[src/rtl/irq_ctrl.sv]
// Interrupt controller: synchronises raw sources, latches edge/level pending flags
// and presents a fixed-priority request/acknowledge handshake to the CPU.
module irq_ctrl #(
    parameter int                N_CH        = 4,
    parameter int                CAUSE_W     = 2,
    parameter logic [N_CH-1:0]   EDGE_MASK   = '1,
    parameter int                SYNC_STAGES = 2
) (
    input  logic                 clk,
    input  logic                 rst,
    input  logic [N_CH-1:0]      irq_i,
    input  logic [N_CH-1:0]      mask_i,
    input  logic                 ack,
    output logic                 int_req,
    output logic [CAUSE_W-1:0]   int_cause,
    output logic [N_CH-1:0]      pending
);

    typedef enum logic {IDLE, REQ} state_t;

    state_t                         state;
    logic [SYNC_STAGES-1:0][N_CH-1:0] sync_q;
    logic [N_CH-1:0]                sync_last;
    logic [N_CH-1:0]                sync_dly;
    logic [N_CH-1:0]                rose;
    logic [N_CH-1:0]                clr;
    logic [N_CH-1:0]                req_vec;
    logic [N_CH-1:0]                pending_nxt;
    logic [CAUSE_W-1:0]             winner;

    // NOTE: clocked state is always assigned with <=, so every flop samples pre-edge values.
    always_ff @(posedge clk) begin
        if (rst) begin
            sync_q <= '0;
        end else begin
            sync_q[0] <= irq_i;
            for (int k = 1; k < SYNC_STAGES; k++) begin
                sync_q[k] <= sync_q[k-1];
            end
        end
    end

    assign sync_last = sync_q[SYNC_STAGES-1];
    assign rose      = sync_last & ~sync_dly;
    assign req_vec   = pending & mask_i;

    // NOTE: every always_comb output gets a default first, so no path can infer a latch.
    always_comb begin
        clr = '0;
        for (int i = 0; i < N_CH; i++) begin
            clr[i] = (state == REQ) && ack && EDGE_MASK[i] && (int_cause == CAUSE_W'(i));
        end
    end

    // A new edge overrides a same-cycle acknowledge so it is never lost.
    assign pending_nxt = (EDGE_MASK & (rose | (pending & ~clr))) | (~EDGE_MASK & sync_last);

    // Scanning downward leaves the lowest-index requester as the winner.
    always_comb begin
        winner = '0;
        for (int i = N_CH - 1; i >= 0; i--) begin
            if (req_vec[i]) begin
                winner = CAUSE_W'(i);
            end
        end
    end

    always_ff @(posedge clk) begin
        if (rst) begin
            state     <= IDLE;
            int_req   <= 1'b0;
            int_cause <= '0;
            sync_dly  <= '0;
            pending   <= '0;
        end else begin
            sync_dly <= sync_last;
            pending  <= pending_nxt;
            case (state)
                IDLE: begin
                    if (|req_vec) begin
                        int_cause <= winner;
                        int_req   <= 1'b1;
                        state     <= REQ;
                    end
                end
                REQ: begin
                    if (ack) begin
                        int_req <= 1'b0;
                        state   <= IDLE;
                    end
                end
                default: state <= IDLE;
            endcase
        end
    end

endmodule
[config.mk]
export PLATFORM = sky130hd
export DESIGN_NAME = irq_ctrl
export DESIGN_NICKNAME = d
export VERILOG_FILES = /design/src/rtl/irq_ctrl.sv
export SDC_FILE = /design/constraint.sdc
export NUM_CORES = 1
export LEC_CHECK = 0
export CAP_MARGIN = 25
export CORE_AREA = 5 5 52 49
export DETAILED_ROUTE_END_ITERATION = 16
export DIE_AREA = 0 0 57 54
export SYNTH_ARGS = -nofsm -noshare
export SYNTH_HDL_FRONTEND = slang
export SYNTH_SLANG_ARGS = --single-unit
[constraint.sdc]
create_clock -name clk -period 1.9 [get_ports clk]
set_input_delay 0.285 -clock clk [delete_from_list [all_inputs] [get_ports clk]]
set_output_delay 0.285 -clock clk [all_outputs]
set_load 0.02 [all_outputs]
==> results of run 1 <==
==> cell type report <==
cell class,count,area (sq um),area share (%)
clock buffers,4,36.3,3.92
well taps,27,33.8,3.65
flip-flops and latches,20,400,43.3
multi-input cells,46,277,29.9
repair buffers,18,178,19.2
==> final timing paths <==
path	cells after the start	startpoint	end	slack [ns]
worst max-delay path	1	int_cause[0]	int_cause[0]	0.24
worst min-delay path	1	sync_q[0]	sync_last[0]	0.43
worst max register to register	3	state	pending[0]	0.82
worst min register to register	1	sync_q[0]	sync_last[0]	0.43
==> routing by layer <==
metal | GRT usage (%) | share of wire, % | vias up
met5 | 0 | 0 | -
met4 | 4.63 | 0 | 0
met3 | 4.08 | 11 | 0
met2 | 12.4 | 39 | 24
met1 | 10.2 | 50 | 225
li1 | - | - | 271
==> registers in the layout, summed over array words and instances (netlist names) <==
| name | cells |
|---|---|
| int_req | 1 |
| sync_dly | 4 |
| int_cause | 2 |
| pending | 4 |
| sync_last | 4 |
| sync_q | 4 |
| state | 1 |
==> logic make-up (layout without fill, tap and decap cells) <==
logic type	Yosys count	in the layout	synth area share, %
DFF	20	20	57.8
and+or+nand+nor	32	32	25.6
buffers and inverters	3	22	2.35
AOI/OAI and AO/OA	14	14	14.3
==> power breakdown <==
group          internal [mW]  total, mW  leakage (nW)  switching [mW]
Combinational         0.0538     0.0941         0.161          0.0404
Sequential             0.440      0.457         0.164          0.0168
Clock                  0.117      0.236        0.0210           0.119
Total                  0.611      0.787         0.346           0.176
==> layout by cell type, fill, tap and decap left out, drive strengths merged <==
master,n
o31ai,1
nand4,1
nand3,2
nor2,7
and2b,3
dfxtp,20
a211oi,1
nor2b,11
clkbuf,4
nand2b,3
nor3,1
a21oi,7
nand2,3
clkdlybuf4s50,17
o21ai,2
nand4b,1
buf,1
a32o,1
a22oi,2
==> metrics by stage <==
step | worst slack [ns] | hold slack, ns
2_1_floorplan | 0.879 | 0.384
3_3_place_gp | 0.526 | 0.414
3_5_place_dp | 0.516 | 0.420
4_1_cts | 0.220 | 0.445
5_1_grt | 0.162 | 0.451
6_report | 0.245 | 0.434
==> key figures, run 1 <==
Status
  – Status: finished, final reports clean

Placed design
  – GPL Wtd Cong: 0.717
  – Buffers added on ports: 17
  – HPWL Detailed: 853 microns
  – Cell area after placement: 888 sq um
  – Cells after DPL: 111

Pwr
  – Leakage: 0.346 nW
  – PD cells: 851 mW/mm^2
  – Final Power: 0.787 mW
  – Peak supply drop: 0.449 mV

Finish
  – Fill cell count: 219
  – Final Instance Area: 925 sq um
  – Area grow syn2layout: 33.4%
  – Util after Layout: 45.3%
  – # diodes: 0
  – Nets: 100
  – Layout Cells excl Fill: 115
  – Share of post-route cells with drive strength above 1: 9.09%

Global route
  – Vias in the first global route: 438
  – Total global routing overflow: 0
  – Pin count of the biggest net entering global routing: 22
  – First-pass GRT wire length: 1990 microns
  – Initial antenna violation count: 0
  – Gr usage total: 8.44%

Yosys
  – Dominant cells by area after synthesis: dfxtp_1, nor2b_1, a21oi_1
  – Largest area contributor in the netlist: dfxtp_1
  – Post-synth top area share: 57.8%
  – Number of synthesized register bits: 20
  – Ys async rst share: 0%
  – Most frequent cell after synthesis: dfxtp_1
  – Sequential share of the synthesized area: 57.8%
  – Top FF cell, synth: dfxtp_1
  – Post-synth net total: 80
  – Synth cell count leaders: dfxtp_1, nor2b_1, nor2_1, a21oi_1
  – Mean Syn Cell Area: 10.0 sq um
  – Yosys cell types: 21
  – Synth warn: 0
  – Mapped Cells: 69
  – Number of synthesized flops with an enable pin: 0
  – Post-Syn Area: 693 sq um

Timing
  – Least-Margin Pin Slew: 0.294 ns
  – Layout Skew: 0.00966 ns
  – Final setup vio count: 0
  – Final Critical Period: 1.66 ns
  – Pins Over Slew Limit: 0
  – Unrepaired setup endpoints after global routing: no
  – Count of final hold-check violations: 0
  – Relative slew slack: 80.4%
  – Fraction of the cycle the final worst path needs: 87.1%
  – Fmax: 0.604 GHz
  – Setup_tns: 0 ns

Route
  – TritonRoute pass-1 iters: 4
  – Via Count: 520
  – Routed Antenna Nets: 0
  – Routed vias/inst: 4.52
  – Post-DR wirelength/cell: 10.2 microns
  – Initial drt markers: 6
  – Total wire length: 1180 microns
  – # DRC: 0

Die
  – CORE AREA: 0.00204 sq mm
  – Die X: 57 microns
  – Die ar.: 0.00308 sq mm
  – Die H: 54 microns
  – Row count: 16
  – Initial Util: 33.9%
  – I/O pins: 18

Critical path
  – Critical Path AT: 1.37 ns
  – WS Path Type: flip-flop to output pin
  – Family with the most delay on the worst path: buffers and inverters
  – Worst Setup End Kind: output pin
  – CP bufs+invs: 1
  – Worst-path cell chain: clkdlybuf4s50_1
  – Crit path required time: 1.62 ns
  – Startpoint Class: flip-flop
  – Highest-delay cell along the critical path: clkdlybuf4s50_1
  – Worst-path fanout max: 6
  – CP peak stage delay: 0.65 ns

Clock tree
  – H-tree depth: 1
  – Clock insertion delay at the later pin of the skew report: 0.29 ns
  – Root buffer cell: clkbuf_4
  – Num CTS Buffers: 3
  – CTS clk-pin slew, worst paths: 0.11 ns
  – CTS resizes: 0
  – Post-CTS setup buffers: 0
  – # clock sinks: 20
  – CTS tree: done
  – Deepest clock path buffer count: 2
  – Hold-fix buffers, CTS: 0

Job
  – Max-Cap Viols: 0

Min path
  – Hold WC Path Type: flip-flop to flip-flop
Note: power is estimated with default switching activity, not from simulation.
==> run 2, diff against run 1 <==
==> constraint.sdc (replaced) <==
create_clock -name clk -period 1.6 [get_ports clk]
set_input_delay 0.24 -clock clk [delete_from_list [all_inputs] [get_ports clk]]
set_output_delay 0.24 -clock clk [all_outputs]
set_load 0.02 [all_outputs]
==> run 2 against run 1 <==
Effect of this change: combinational power is 15% higher; cell area up 1.8%; clock power rose by 69%; core utilization grew 0.80 points; clock skew fell by 0.0028 ns; worst setup slack lost 0.14 ns; sequential share of layout area decreased by 0.75 points; count of clock-buffer cells in the layout shrank 1; register-to-register slack got worse by 0.22 ns; largest cell class unchanged; highest routed layer unchanged; total power increased by 33%; routed wire length grew 1.4%; non-clock buffer count unchanged.
==> key figures, run 2 (synthesis results as in run 1) <==
Status
  – Status: finished, final reports clean

Timing
  – Relative slew slack: 81.6%
  – Final Critical Period: 1.49 ns
  – Final setup vio count: 0
  – Unrepaired setup endpoints after global routing: no
  – Least-Margin Pin Slew: 0.276 ns
  – WHS: 0.440 ns
  – Fmax: 0.670 GHz
  – Worst setup margin: 0.107 ns
  – Pins Over Slew Limit: 0
  – Layout Skew: 0.00684 ns
  – Setup_tns: 0 ns
  – Count of final hold-check violations: 0
  – Fraction of the cycle the final worst path needs: 93.3%

Global route
  – Pin count of the biggest net entering global routing: 22
  – Initial antenna violation count: 0
  – Total global routing overflow: 0
  – Gr usage total: 8.91%
  – Vias in the first global route: 473
  – First-pass GRT wire length: 2070 microns

Finish
  – Final Instance Area: 941 sq um
  – Area of the multi-input gates: 277 sq um
  – Util after Layout: 46.1%
  – Storage element area: 400 sq um
  – # diodes: 0
  – Area grow syn2layout: 35.7%
  – Fill cell count: 211
  – Nets: 100
  – Share of post-route cells with drive strength above 1: 9.09%
  – Most common cell after layout, fill and taps aside: dfxtp_1
  – Commonest non-fill, non-tap cells in the layout: dfxtp_1, nor2b_1, clkdlybuf4s50_1

Pwr
  – Leakage: 0.404 nW
  – Peak supply drop: 0.546 mV
  – PD cells: 1120 mW/mm^2

Critical path
  – Worst-path cell chain: clkdlybuf4s50_1
  – Worst-path fanout max: 2
  – CP bufs+invs: 1
  – Crit path required time: 1.36 ns
  – Highest-delay cell along the critical path: clkdlybuf4s50_1
  – Startpoint Class: flip-flop
  – WS Path Type: flip-flop to output pin
  – Critical Path AT: 1.25 ns
  – Worst Setup End Kind: output pin
  – Family with the most delay on the worst path: buffers and inverters
  – CP peak stage delay: 0.60 ns

Route
  – # DRC: 0
  – Post-DR wirelength/cell: 10.4 microns
  – TritonRoute pass-1 iters: 3
  – Routed vias/inst: 4.50
  – Initial drt markers: 5
  – Routed Antenna Nets: 0
  – Total wire length: 1190 microns
  – Via Count: 518

Placed design
  – GPL Wtd Cong: 0.806
  – Buffers added on ports: 17
  – Cell area after placement: 888 sq um
  – HPWL Detailed: 855 microns
  – Place WS: 0.252 ns

Clock tree
  – Clock insertion delay at the later pin of the skew report: 0.29 ns
  – Hold-fix buffers, CTS: 0
  – CTS tree: done
  – Deepest clock path buffer count: 2
  – Post-CTS setup buffers: 0
  – Num CTS Buffers: 3
  – H-tree depth: 1
  – # clock sinks: 20
  – Root buffer cell: clkbuf_4
  – CTS clk-pin slew, worst paths: 0.11 ns

Min path
  – Hold WC Path Type: flip-flop to flip-flop

Die
  – Initial Util: 33.9%
  – I/O pins: 18
  – Die ar.: 0.00308 sq mm
  – Die X: 57 microns
  – Die H: 54 microns
  – CORE AREA: 0.00204 sq mm
  – Row count: 16

Job
  – Max-Cap Viols: 0
## run 2: changes by cell type in the layout (fill, tap and decap cells not counted)
cell / change
clkdlybuf4s50_1: -6
dlygate4sd2_1: +4
dlymetal6s2s_1: +2
bufinv_16: +1
clkbuf_8: -1
## run 2: cell type report
| cell class | instances | area share (%) |
|---|---|---|
| well taps | 27 | 3.59 |
| clock buffers | 3 | 2.39 |
| multi-input cells | 46 | 29.4 |
| repair buffers | 18 | 18.9 |
| flip-flops and latches | 20 | 42.6 |
| clock inverters | 1 | 3.19 |
## run 2: path summary, 6_finish.rpt
| check | slack (ns) | cells after the start | from | end |
|---|---|---|---|---|
| setup / recovery | 0.11 | 1 | int_req | int_req |
| hold / removal | 0.44 | 1 | sync_q[0] | sync_last[0] |
| setup reg to reg | 0.60 | 3 | state | pending[0] |
| hold reg to reg | 0.44 | 1 | sync_q[0] | sync_last[0] |
## run 2: power by group
part,switching [mW],total (mW),internal [mW],leakage [nW]
Combinational,0.0481,0.108,0.0600,0.212
Sequential,0.0193,0.542,0.523,0.164
Clock,0.146,0.400,0.253,0.0279
Total,0.214,1.05,0.836,0.404
## run 2: timing repair
action,in CTS,in global routing
resized for setup,4,2
hold endpoints to repair,0,0
setup endpoints to repair,4,2
## run 2: through the flow
stage               cells  power (mW)
finish                115        1.05
global route          115        1.10
global placement      111       0.666
detailed placement    111       0.667
floorplan              69       0.611
CTS                   115        1.07
## run 2: metal layers
layer	vias to the layer above	global-route usage [%]	wire [microns]
li1	270	-	-
met1	231	10.7	577
met2	17	13.7	491
met3	0	3.12	122
met4	0	5.79	0
met5	-	0	0
==> run 3, diff against run 2 <==
--- a/config.mk
+++ b/config.mk
@@ -6,9 +6,9 @@
 export NUM_CORES = 1
 export LEC_CHECK = 0
 export CAP_MARGIN = 25
-export CORE_AREA = 5 5 52 49
+export CORE_AREA = 2 2 49 46
 export DETAILED_ROUTE_END_ITERATION = 16
-export DIE_AREA = 0 0 57 54
+export DIE_AREA = 0 0 51 48
 export SYNTH_ARGS = -nofsm -noshare
 export SYNTH_HDL_FRONTEND = slang
 export SYNTH_SLANG_ARGS = --single-unit
==> run 3 against run 2 <==
Effect of this change: clock power about the same; global-route usage increased by 2.0 points; via count unchanged; sequential power about the same; core utilization increased by 3.8 points; worst hold slack improved by 0.0033 ns; combinational power about the same; critical path type unchanged; critical endpoint unchanged.
==> key figures, run 3 (synthesis results as in run 1) <==
Status
  – Status: finished, final reports clean

Critical path
  – Crit path required time: 1.36 ns
  – CP bufs+invs: 1
  – Critical Path AT: 1.23 ns
  – R2R Setup Slk: 0.56 ns
  – WS Path Type: flip-flop to output pin
  – Worst Setup EP: int_req
  – Number of cells on the critical path: 1
  – Startpoint Class: flip-flop
  – RR Startpoint: state
  – Worst-path cell chain: clkdlybuf4s50_1
  – Worst-path fanout max: 2
  – R2r worst-path depth: 3
  – Worst Setup End Kind: output pin
  – R2r endpoint: pending[0]
  – Family with the most delay on the worst path: buffers and inverters
  – CP peak stage delay: 0.60 ns
  – Highest-delay cell along the critical path: clkdlybuf4s50_1
  – Crit path from: int_req

Clock tree
  – Deepest clock path buffer count: 2
  – CTS tree: done
  – Hold-fix buffers, CTS: 0
  – Clock insertion delay at the later pin of the skew report: 0.29 ns
  – CTS clk-pin slew, worst paths: 0.11 ns
  – Root buffer cell: clkbuf_4
  – Post-CTS setup buffers: 0
  – H-tree depth: 1
  – Num CTS Buffers: 3
  – # clock sinks: 20

Global route
  – First-pass GRT wire length: 1890 microns
  – Vias in the first global route: 440
  – Total global routing overflow: 0
  – Gr usage total: 10.9%
  – Pin count of the biggest net entering global routing: 22
  – Initial antenna violation count: 0

Route
  – Total wire length: 1130 microns
  – # DRC: 0
  – Highest metal used: met4
  – Via Count: 518
  – Routed Antenna Nets: 0
  – Met3 wire length: 133 microns
  – Post-DR wirelength/cell: 9.99 microns
  – DRT met1 WL: 515 microns
  – DR WL met2: 473 microns
  – Initial drt markers: 17
  – Routed vias/inst: 4.58
  – TritonRoute pass-1 iters: 4

Die
  – Die H: 48 microns
  – Die X: 51 microns
  – Initial Util: 36.6%
  – CORE AREA: 0.00190 sq mm
  – Row count: 15
  – I/O pins: 18
  – Die ar.: 0.00245 sq mm

Min path
  – Hold WC Path Type: flip-flop to flip-flop

Finish
  – Commonest non-fill, non-tap cells in the layout: dfxtp_1, nor2b_1, clkdlybuf4s50_1
  – Share of post-route cells with drive strength above 1: 9.09%
  – Fill cell count: 182
  – Storage element area: 400 sq um
  – Final Instance Area: 946 sq um
  – Area grow syn2layout: 36.5%
  – Layout Cells excl Fill: 113
  – Util after Layout: 49.9%
  – Most common cell after layout, fill and taps aside: dfxtp_1
  – Nets: 100
  – Area of the multi-input gates: 277 sq um
  – # diodes: 0

Placed design
  – GPL Wtd Cong: 0.807
  – HPWL Detailed: 816 microns
  – Cells after DPL: 109
  – Cell area after placement: 886 sq um
  – Buffers added on ports: 17

Pwr
  – Psw: 0.216 mW
  – Comb pwr share: 10.4%
  – PD cells: 1110 mW/mm^2
  – Sw Ratio: 20.5%
  – Internal Pwr Total: 0.837 mW
  – Leakage: 0.429 nW
  – Peak supply drop: 0.607 mV
  – Seq pwr share: 51.5%
  – Clk pwr share: 38.1%

Timing
  – WHS: 0.444 ns
  – Unrepaired setup endpoints after global routing: no
  – Final setup vio count: 0
  – Layout Skew: 0.00357 ns
  – Count of final hold-check violations: 0
  – Final Critical Period: 1.47 ns
  – Pins Over Slew Limit: 0
  – Least-Margin Pin Slew: 0.301 ns
  – Fmax: 0.681 GHz
  – Fraction of the cycle the final worst path needs: 91.7%
  – Relative slew slack: 79.9%
  – Setup_tns: 0 ns

Job
  – Max-Cap Viols: 0
==> run 3: cell types whose count changed in the layout (fill, tap and decap cells not counted) <==
cell / previous run / this run
dlymetal6s2s_1: 2 / 4
dlygate4sd2_1: 4 / 2
==> run 3: worst register-to-register path, cell delays in order (launching register included) <==
cell     delay, ns
dfxtp_1       0.51
nand2_1       0.12
o31ai_1       0.21
a21oi_1       0.10
==> run 3: power by group through the flow <==
stage | sequential, mW | clock, mW | combinational [mW]
floorplan | 0.558 | 0 | 0.0530
global placement | 0.554 | 0 | 0.112
detailed placement | 0.554 | 0 | 0.112
CTS | 0.543 | 0.415 | 0.111
global route | 0.546 | 0.439 | 0.119
finish | 0.542 | 0.401 | 0.109
==> run 3: how the worst min path moves through the flow <==
stage	slack (ns)	endpoint	cells past startpoint	from
2_1_floorplan	0.34	state	1	ack
3_3_place_gp	0.41	sync_last[2]	1	sync_q[2]
3_5_place_dp	0.42	sync_last[2]	1	sync_q[2]
4_1_cts	0.45	sync_last[2]	1	sync_q[2]
5_1_grt	0.47	sync_last[3]	1	sync_q[3]
6_report	0.44	sync_last[2]	1	sync_q[2]
==> run 3: area by class of cell <==
cell class                 count  share of cell area, %
sequential                    20                   42.3
tap                           25                   3.31
multi-input combinational     46                   29.2
timing repair buffer          18                   19.6
clock buffer                   3                   2.38
clock inverter                 1                   3.17
==> run 3: per-stage QoR <==
step / setup slack (ns) / power [mW]
detailed placement: 0.256 / 0.666
floorplan: 0.579 / 0.611
CTS: 0.0273 / 1.07
finish: 0.132 / 1.05
global placement: 0.250 / 0.666
global route: 0.0822 / 1.10
==> run 3: routing by layer <==
| metal | vias to the layer above | GRT usage (%) |
|---|---|---|
| met4 | 0 | 3.24 |
| met2 | 28 | 17.7 |
| met3 | 2 | 6.25 |
| met5 | - | 0 |
| li1 | 272 | - |
| met1 | 216 | 12.5 |
==> run 3: timing repair <==
action | in CTS | in global routing
resized for setup | 2 | 4
pin swaps | 0 | 0
endpoints found under the hold margin | 0 | 0
setup endpoints to repair | 2 | 4
gates cloned | 0 | 0
